$ cat src/rtl/cpu_pkg.sv
// Shared definitions for the single-cycle CPU and its instruction-memory boot loader.
package cpu_pkg;

  localparam logic [31:0] NOP_WORD   = 32'h0;
  localparam int unsigned WORD_BYTES = 4;

  localparam logic LOAD_MODE_EXPLICIT = 1'b0;
  localparam logic LOAD_MODE_AUTO     = 1'b1;

  typedef enum logic [1:0] {
    StIdle,
    StClear,
    StLoad,
    StDone
  } loader_state_e;

endpackage

$ cat src/rtl/imem_array.sv
// Instruction storage: one synchronous write port, one asynchronous read port.
module imem_array #(
  parameter int unsigned DATA_W = 32,
  parameter int unsigned DEPTH  = 64,
  parameter int unsigned IDX_W  = (DEPTH > 1) ? $clog2(DEPTH) : 1
) (
  input  logic              clk,
  input  logic              we,
  input  logic [IDX_W-1:0]  waddr,
  input  logic [DATA_W-1:0] wdata,
  input  logic [IDX_W-1:0]  raddr,
  output logic [DATA_W-1:0] rdata
);

  logic [DATA_W-1:0] mem [DEPTH];

  always_ff @(posedge clk) begin
    if (we) begin
      mem[waddr] <= wdata;
    end
  end

  // Callers guarantee raddr < DEPTH whenever the result is used.
  assign rdata = mem[raddr];

endmodule

$ cat src/rtl/imem_boot_loader.sv
// Boot loader: clears the instruction array, streams a program in, then releases the CPU
// and serves combinational fetch.
module imem_boot_loader
  import cpu_pkg::*;
#(
  parameter int unsigned DATA_W = 32,
  parameter int unsigned DEPTH  = 64,
  parameter int unsigned ADDR_W = 32,
  localparam int unsigned CNT_W = $clog2(DEPTH + 1)
) (
  input  logic              clk,
  input  logic              rst_n,
  input  logic              load_start,
  input  logic              load_mode,
  input  logic              load_valid,
  output logic              load_ready,
  input  logic [ADDR_W-1:0] load_addr,
  input  logic [DATA_W-1:0] load_data,
  input  logic              load_last,
  output logic              load_done,
  output logic              load_err,
  output logic [CNT_W-1:0]  load_count,
  output logic              cpu_rst,
  input  logic [ADDR_W-1:0] fetch_addr,
  output logic [DATA_W-1:0] fetch_data
);

  localparam int unsigned IDX_W = (DEPTH > 1) ? $clog2(DEPTH) : 1;

  loader_state_e    state_q, state_d;
  logic             mode_q, mode_d;
  logic             err_q, err_d;
  logic [CNT_W-1:0] count_q, count_d;
  logic [CNT_W-1:0] wr_ptr_q, wr_ptr_d;
  logic [IDX_W-1:0] clr_ptr_q, clr_ptr_d;

  logic              wr_en;
  logic [IDX_W-1:0]  wr_idx;
  logic [DATA_W-1:0] wr_data;
  logic [DATA_W-1:0] rd_data;

  logic [ADDR_W-1:0] exp_word, fetch_word;
  logic              exp_ok, auto_ok, beat_ok;
  logic [IDX_W-1:0]  beat_idx;

  assign exp_word   = load_addr >> 2;
  assign fetch_word = fetch_addr >> 2;
  assign exp_ok     = (load_addr[1:0] == 2'b00) && (exp_word < ADDR_W'(DEPTH));
  assign auto_ok    = wr_ptr_q < CNT_W'(DEPTH);
  assign beat_ok    = (mode_q == LOAD_MODE_AUTO) ? auto_ok : exp_ok;
  assign beat_idx   = (mode_q == LOAD_MODE_AUTO) ? wr_ptr_q[IDX_W-1:0] : exp_word[IDX_W-1:0];

  always_ff @(posedge clk) begin
    if (!rst_n) begin
      state_q   <= StIdle;
      mode_q    <= LOAD_MODE_EXPLICIT;
      err_q     <= 1'b0;
      count_q   <= '0;
      wr_ptr_q  <= '0;
      clr_ptr_q <= '0;
    end else begin
      state_q   <= state_d;
      mode_q    <= mode_d;
      err_q     <= err_d;
      count_q   <= count_d;
      wr_ptr_q  <= wr_ptr_d;
      clr_ptr_q <= clr_ptr_d;
    end
  end

  always_comb begin
    state_d    = state_q;
    mode_d     = mode_q;
    err_d      = err_q;
    count_d    = count_q;
    wr_ptr_d   = wr_ptr_q;
    clr_ptr_d  = clr_ptr_q;
    wr_en      = 1'b0;
    wr_idx     = '0;
    wr_data    = DATA_W'(NOP_WORD);
    load_ready = 1'b0;

    unique case (state_q)
      StIdle, StDone: begin
        if (load_start) begin
          state_d   = StClear;
          mode_d    = load_mode;
          err_d     = 1'b0;
          count_d   = '0;
          wr_ptr_d  = '0;
          clr_ptr_d = '0;
        end
      end
      StClear: begin
        wr_en  = 1'b1;
        wr_idx = clr_ptr_q;
        if (clr_ptr_q == IDX_W'(DEPTH - 1)) begin
          state_d = StLoad;
        end else begin
          clr_ptr_d = clr_ptr_q + 1'b1;
        end
      end
      StLoad: begin
        load_ready = 1'b1;
        if (load_valid) begin
          if (beat_ok) begin
            wr_en   = 1'b1;
            wr_idx  = beat_idx;
            wr_data = load_data;
            if (count_q != '1) begin
              count_d = count_q + 1'b1;
            end
          end else begin
            err_d = 1'b1;
          end
          // Saturate at DEPTH so later beats keep being recognised as overflow.
          if (mode_q == LOAD_MODE_AUTO && auto_ok) begin
            wr_ptr_d = wr_ptr_q + 1'b1;
          end
          if (load_last) begin
            state_d = StDone;
          end
        end
      end
      default: state_d = StIdle;
    endcase
  end

  // Gate with rst_n so a reset cycle mid-stream never commits a write.
  imem_array #(
    .DATA_W(DATA_W),
    .DEPTH (DEPTH),
    .IDX_W (IDX_W)
  ) u_array (
    .clk  (clk),
    .we   (wr_en & rst_n),
    .waddr(wr_idx),
    .wdata(wr_data),
    .raddr(fetch_word[IDX_W-1:0]),
    .rdata(rd_data)
  );

  assign load_done  = (state_q == StDone);
  assign cpu_rst    = ~load_done;
  assign load_err   = err_q;
  assign load_count = count_q;
  assign fetch_data = (load_done && fetch_word < ADDR_W'(DEPTH)) ? rd_data : DATA_W'(NOP_WORD);

endmodule
$ cat config.mk
export PLATFORM = sky130hd
export DESIGN_NAME = imem_boot_loader
export DESIGN_NICKNAME = d
export VERILOG_FILES = /design/src/rtl/cpu_pkg.sv /design/src/rtl/imem_array.sv /design/src/rtl/imem_boot_loader.sv
export SDC_FILE = /design/constraint.sdc
export NUM_CORES = 2
export LEC_CHECK = 0
export BUFFER_PORTS_ARGS = -buffer_cell sky130_fd_sc_hd__buf_4
export CORE_MARGIN = 2
export CORE_UTILIZATION = 56
export CTS_CLUSTER_SIZE = 24
export DETAILED_ROUTE_END_ITERATION = 16
export PLACE_DENSITY = 0.77
export SLEW_MARGIN = 5
export SYNTH_ARGS = -nofsm -noshare
export SYNTH_HDL_FRONTEND = slang
export SYNTH_SLANG_ARGS = --single-unit
$ cat constraint.sdc
create_clock -name clk -period 5 [get_ports clk]
set_input_delay 1 -clock clk [delete_from_list [all_inputs] [get_ports clk]]
set_output_delay 1 -clock clk [all_outputs]
set_load 0.02 [all_outputs]
==> results_tabular.tex <==
\begin{tabular}{lr}
\hline
Metric & Value \\
\hline
\multicolumn{2}{l}{\textbf{Outcome}} \\
Result of the run & finished, final reports clean \\
\multicolumn{2}{l}{\textbf{Power and ir drop}} \\
Power share of the clock group & 0.409 \\
Share of power burned in combinational logic & 0.051 \\
Leakage power summed over all cells & 0.0280 uW \\
Peak supply drop & 0.413 mV \\
Share of total power consumed by net switching & 0.211 \\
Switching power & 7420 uW \\
Pwr per Cell Area & 379 nW/um\^{}2 \\
Fraction of power consumed by sequential logic & 0.539 \\
Internal Pwr Total & 27,800 uW \\
\multicolumn{2}{l}{\textbf{Logic synthesis}} \\
Syn Inst Count & 3,969 \\
Fraction of synthesis flops using an asynchronous set or reset pin & 0 \\
YS warnings & 0 \\
Post-synth design cell area & 81,200 um\^{}2 \\
Number of synthesized register bits & 2,072 \\
Synthesized net count & 4,078 \\
Primary flip-flop cell chosen by synthesis mapping & edfxtp\_1 \\
Largest cells by area after synthesis & edfxtp\_1 (76\%), mux4\_2 (9.4\%), mux2i\_1 (4.9\%), a221oi\_1 (1.5\%), buf\_6 (0.64\%) \\
Synthesized area divided by synthesized cell count & 20.5 um\^{}2 \\
Fraction of the yosys area taken by sequential cells & 0.763 \\
Fraction of post-synthesis cell area in the top cell type by area & 0.757 \\
Largest area contributor in the synthesized netlist & edfxtp\_1 \\
Number of distinct library cells after synthesis & 70 \\
Count of flip-flops with a built-in enable after synthesis & 2,048 \\
\multicolumn{2}{l}{\textbf{Floorplanning}} \\
Die Ht & 385 um \\
Floorplan core area & 144,000 um\^{}2 \\
Initial core utilization & 0.565 \\
Number of cell rows & 139 \\
Horizontal die dimension & 385 um \\
Total I/O pin count & 145 \\
Total Die Area & 148,000 um\^{}2 \\
\multicolumn{2}{l}{\textbf{Placed design}} \\
Dpl hpwl & 120,000 um \\
Count of placed standard cells including taps & 6,049 \\
Port buffer count & 142 \\
RD Place Congestion & 0.822 \\
\multicolumn{2}{l}{\textbf{Detailed routing}} \\
Final routed wire length divided by cell count & 34.2 um \\
TritonRoute pass-1 iters & 6 \\
Detailed-route via count & 44,008 \\
Vias per cell & 6.86 \\
Routed wire length & 219,000 um \\
Count of unresolved DRC violations after routing & 0 \\
First DRT Iteration DRCs & 7,335 \\
Post-detailed-route count of antenna-violating nets & 0 \\
\multicolumn{2}{l}{\textbf{Timing}} \\
Worst clock skew & 36.1 ps \\
Number of max-slew violations in the final report & 0 \\
Maximum achievable frequency & 202 MHz \\
Unrepaired setup endpoints after global routing & no \\
Tcrit/Tclk final & 0.991 \\
Final Hold Viols & 0 \\
Number of setup violations in the final report & 0 \\
Max-slew headroom at the worst pin & 0.133 \\
Actual slew at the worst max-slew pin & 1300 ps \\
Time the final worst path needs with I/O delays and setup & 4960 ps \\
Final TNS setup & 0 ps \\
\multicolumn{2}{l}{\textbf{Hold path}} \\
Worst Hold Class & input pin to flop \\
\multicolumn{2}{l}{\textbf{CTS}} \\
H-Tree Depth & 4 \\
Clock sinks & 2,072 \\
Number of buffers inserted during clock tree synthesis & 197 \\
Clock transition at the register clock pins on the worst setup and hold paths after CTS & 60 ps \\
Total of hold buffers inserted after clock tree synthesis & 0 \\
CTS tree & built \\
Largest buffer count on any clock path & 3 \\
Clock latency reported for the late side of the worst-skew pair & 840 ps \\
CTS root buffer & clkbuf\_16 \\
\multicolumn{2}{l}{\textbf{Global routing}} \\
Number of antenna violations at the first check in global routing & 3 \\
Largest net degree at the start of global routing & 65 \\
Via count of the first global-routing pass & 44,326 \\
Overall routing resource usage & 0.298 \\
Grt total ovfl & 0 \\
First-pass GRT wire length & 312,000 um \\
\multicolumn{2}{l}{\textbf{Setup path}} \\
Worst Path Arrival & 3960 ps \\
Worst setup path endpoint & fetch\_data[31] \\
Startpoint type of the worst setup path & input pin \\
Most numerous cell on the critical path & buf\_4 \\
Reg-to-reg setup timing slack & 740 ps \\
Critical-path maximum fanout & 13 \\
R2R cell count & 9 \\
Worst R2R Start & state\_q[0] \\
Type of element capturing the critical path & primary output \\
Worst path required time & 4000 ps \\
Number of buffers and inverters on the critical path & 4 \\
List of cells traversed by the critical path & buf\_4, nor2b\_4, buf\_4, a221o\_1, o21ai\_0, a31oi\_1, o221ai\_1, buf\_4, buf\_4 \\
Startpoint of the most critical setup path & fetch\_addr[4] \\
Worst stage delay on the critical path & 670 ps \\
Kind of cell with the highest combined delay on the critical path & compound AO/OA/AOI/OAI gates \\
Critical-path cell with the highest stage delay & nor2b\_4 \\
Reg2Reg Capture Point & u\_array.mem[46][9] \\
Total stage count of the critical path & 9 \\
Setup Crit Path Kind & input pin to primary output \\
\multicolumn{2}{l}{\textbf{Layout}} \\
Nets@finish & 4,455 \\
Fraction of layout cells with a size suffix above 1 & 0.255 \\
Commonest non-fill, non-tap cell in the layout & edfxtp\_1 \\
Commonest non-fill, non-tap cells in the layout & edfxtp\_1 (2,048), mux2i\_1 (394), mux4\_2 (338), buf\_4 (321), clkbuf\_16 (205) \\
Final-layout fill cell count & 9,067 \\
Area overhead of the layout relative to synthesis & 14.4\% \\
Count of placed standard cells in the final layout, fillers left out & 6,413 \\
\multicolumn{2}{l}{\textbf{Run}} \\
Max cap viols & 0 \\
\hline
\end{tabular}
## power groups by stage
stage	Sequential (uW)	Combinational, uW	Clock, uW
finish	19000	1810	14400
global route	19000	1900	15200
CTS	19000	1790	14500
detailed placement	19300	1770	0
global placement	19300	1730	0
floorplan	19300	1150	0
## state kept, by name (all words and copies together) (netlist names)
register	cells
load_count	7
u_array.mem	2048
clr_ptr_q	6
load_err	1
wr_ptr_q	7
mode_q	1
state_q	2
## tightest hold or removal path: stages
cell and delay, ps:
buf_4 110, nand3_1 50, a21boi_0 70
## cells in the mapped netlist, drive strengths merged (3+ instances only)
cell     instances
mux2             5
o211ai           5
nor2b            3
inv             10
nand3           34
o21ai          105
a211oi          13
nand2           64
mux2i          394
a21o             5
or2              6
buf            135
and2            37
and3             4
xor2            11
a221o           46
a2111oi          4
a31oi            8
nor2           107
nand3b           3
o221ai           7
clkbuf          95
nor3            48
dfxtp           24
edfxtp        2048
mux4           338
o22ai            8
a22oi           65
a22o             6
o21a            12
ha               7
o2111ai          3
o31a             6
nand4           12
o32ai            9
o311ai           4
and4             3
nor4            13
o31ai            7
a221oi         149
a21oi           70
nand2b          16
## repair_timing
action | 4_1_cts | 5_1_grt
buffers inserted | 0 | 1
endpoints found under the setup margin | 10 | 13
pin swaps | 0 | 1
gates resized for setup | 5 | 2
## area by class of cell
| type | count | area (um^2) | share of cell area |
|---|---|---|---|
| Multi-Input combinational cell | 1657 | 18200 | 0.196 |
| Timing Repair Buffer | 408 | 4130 | 0.0445 |
| Inverter | 10 | 45.0 | 0.000485 |
| Clock buffer | 263 | 5360 | 0.0576 |
| Clock inverter | 99 | 823 | 0.00886 |
| Antenna cell | 1 | 2.50 | 0.0000269 |
| Sequential cell | 2072 | 62000 | 0.667 |
| Tap cell | 1903 | 2380 | 0.0256 |
## kinds of logic (layout without fill, tap and decap cells)
| family | count (synthesis) | count (layout) | share of synthesized area |
|---|---|---|---|
| other | 0 | 1 | 0 |
| and+or+nand+nor | 354 | 354 | 0.0212 |
| xor gates and xnor gates | 13 | 13 | 0.00140 |
| AOI/OAI and AO/OA | 546 | 546 | 0.0506 |
| buffers and inverters | 240 | 780 | 0.0195 |
| DFF | 2072 | 2072 | 0.763 |
| adders and majority gates | 7 | 7 | 0.00108 |
| muxes | 737 | 737 | 0.143 |
## per-stage QoR
step                      power [uW]  setup WS (ps)  hold slack (ps)  utilization  instance area [um^2]
after CTS                      35300           24.6              421        0.646                 92900
after global placement         21100            143              460        0.603                 86700
after detailed placement       21100            153              472        0.603                 86700
after floorplan                20500           -126              431            -                 81200
after global routing           36000           64.1              468        0.646                 92900
final                          35200           43.4              467        0.646                 92900
## how the worst min path moves through the flow
stage                            from  cells past startpoint     endpoint  slack [ps]
after global routing        load_mode                      3       mode_q         470
after CTS                   load_mode                      3       mode_q         420
after global placement    wr_ptr_q[6]                      2  wr_ptr_q[6]         460
after detailed placement  wr_ptr_q[6]                      2  wr_ptr_q[6]         470
after floorplan           wr_ptr_q[6]                      2  wr_ptr_q[6]         430
final                       load_mode                      3       mode_q         470
## layer usage
metal | GRT usage | wire length [um] | part of all wire | vias to the layer above
li1 | - | - | - | 17483
met2 | 0.471 | 105000 | 0.48 | 3391
met3 | 0.0750 | 29100 | 0.13 | 557
met4 | 0.118 | 8980 | 0.041 | 0
met5 | 0 | 0 | 0 | -
met1 | 0.404 | 76600 | 0.35 | 22577
Note: power is estimated with default switching activity, not from simulation.
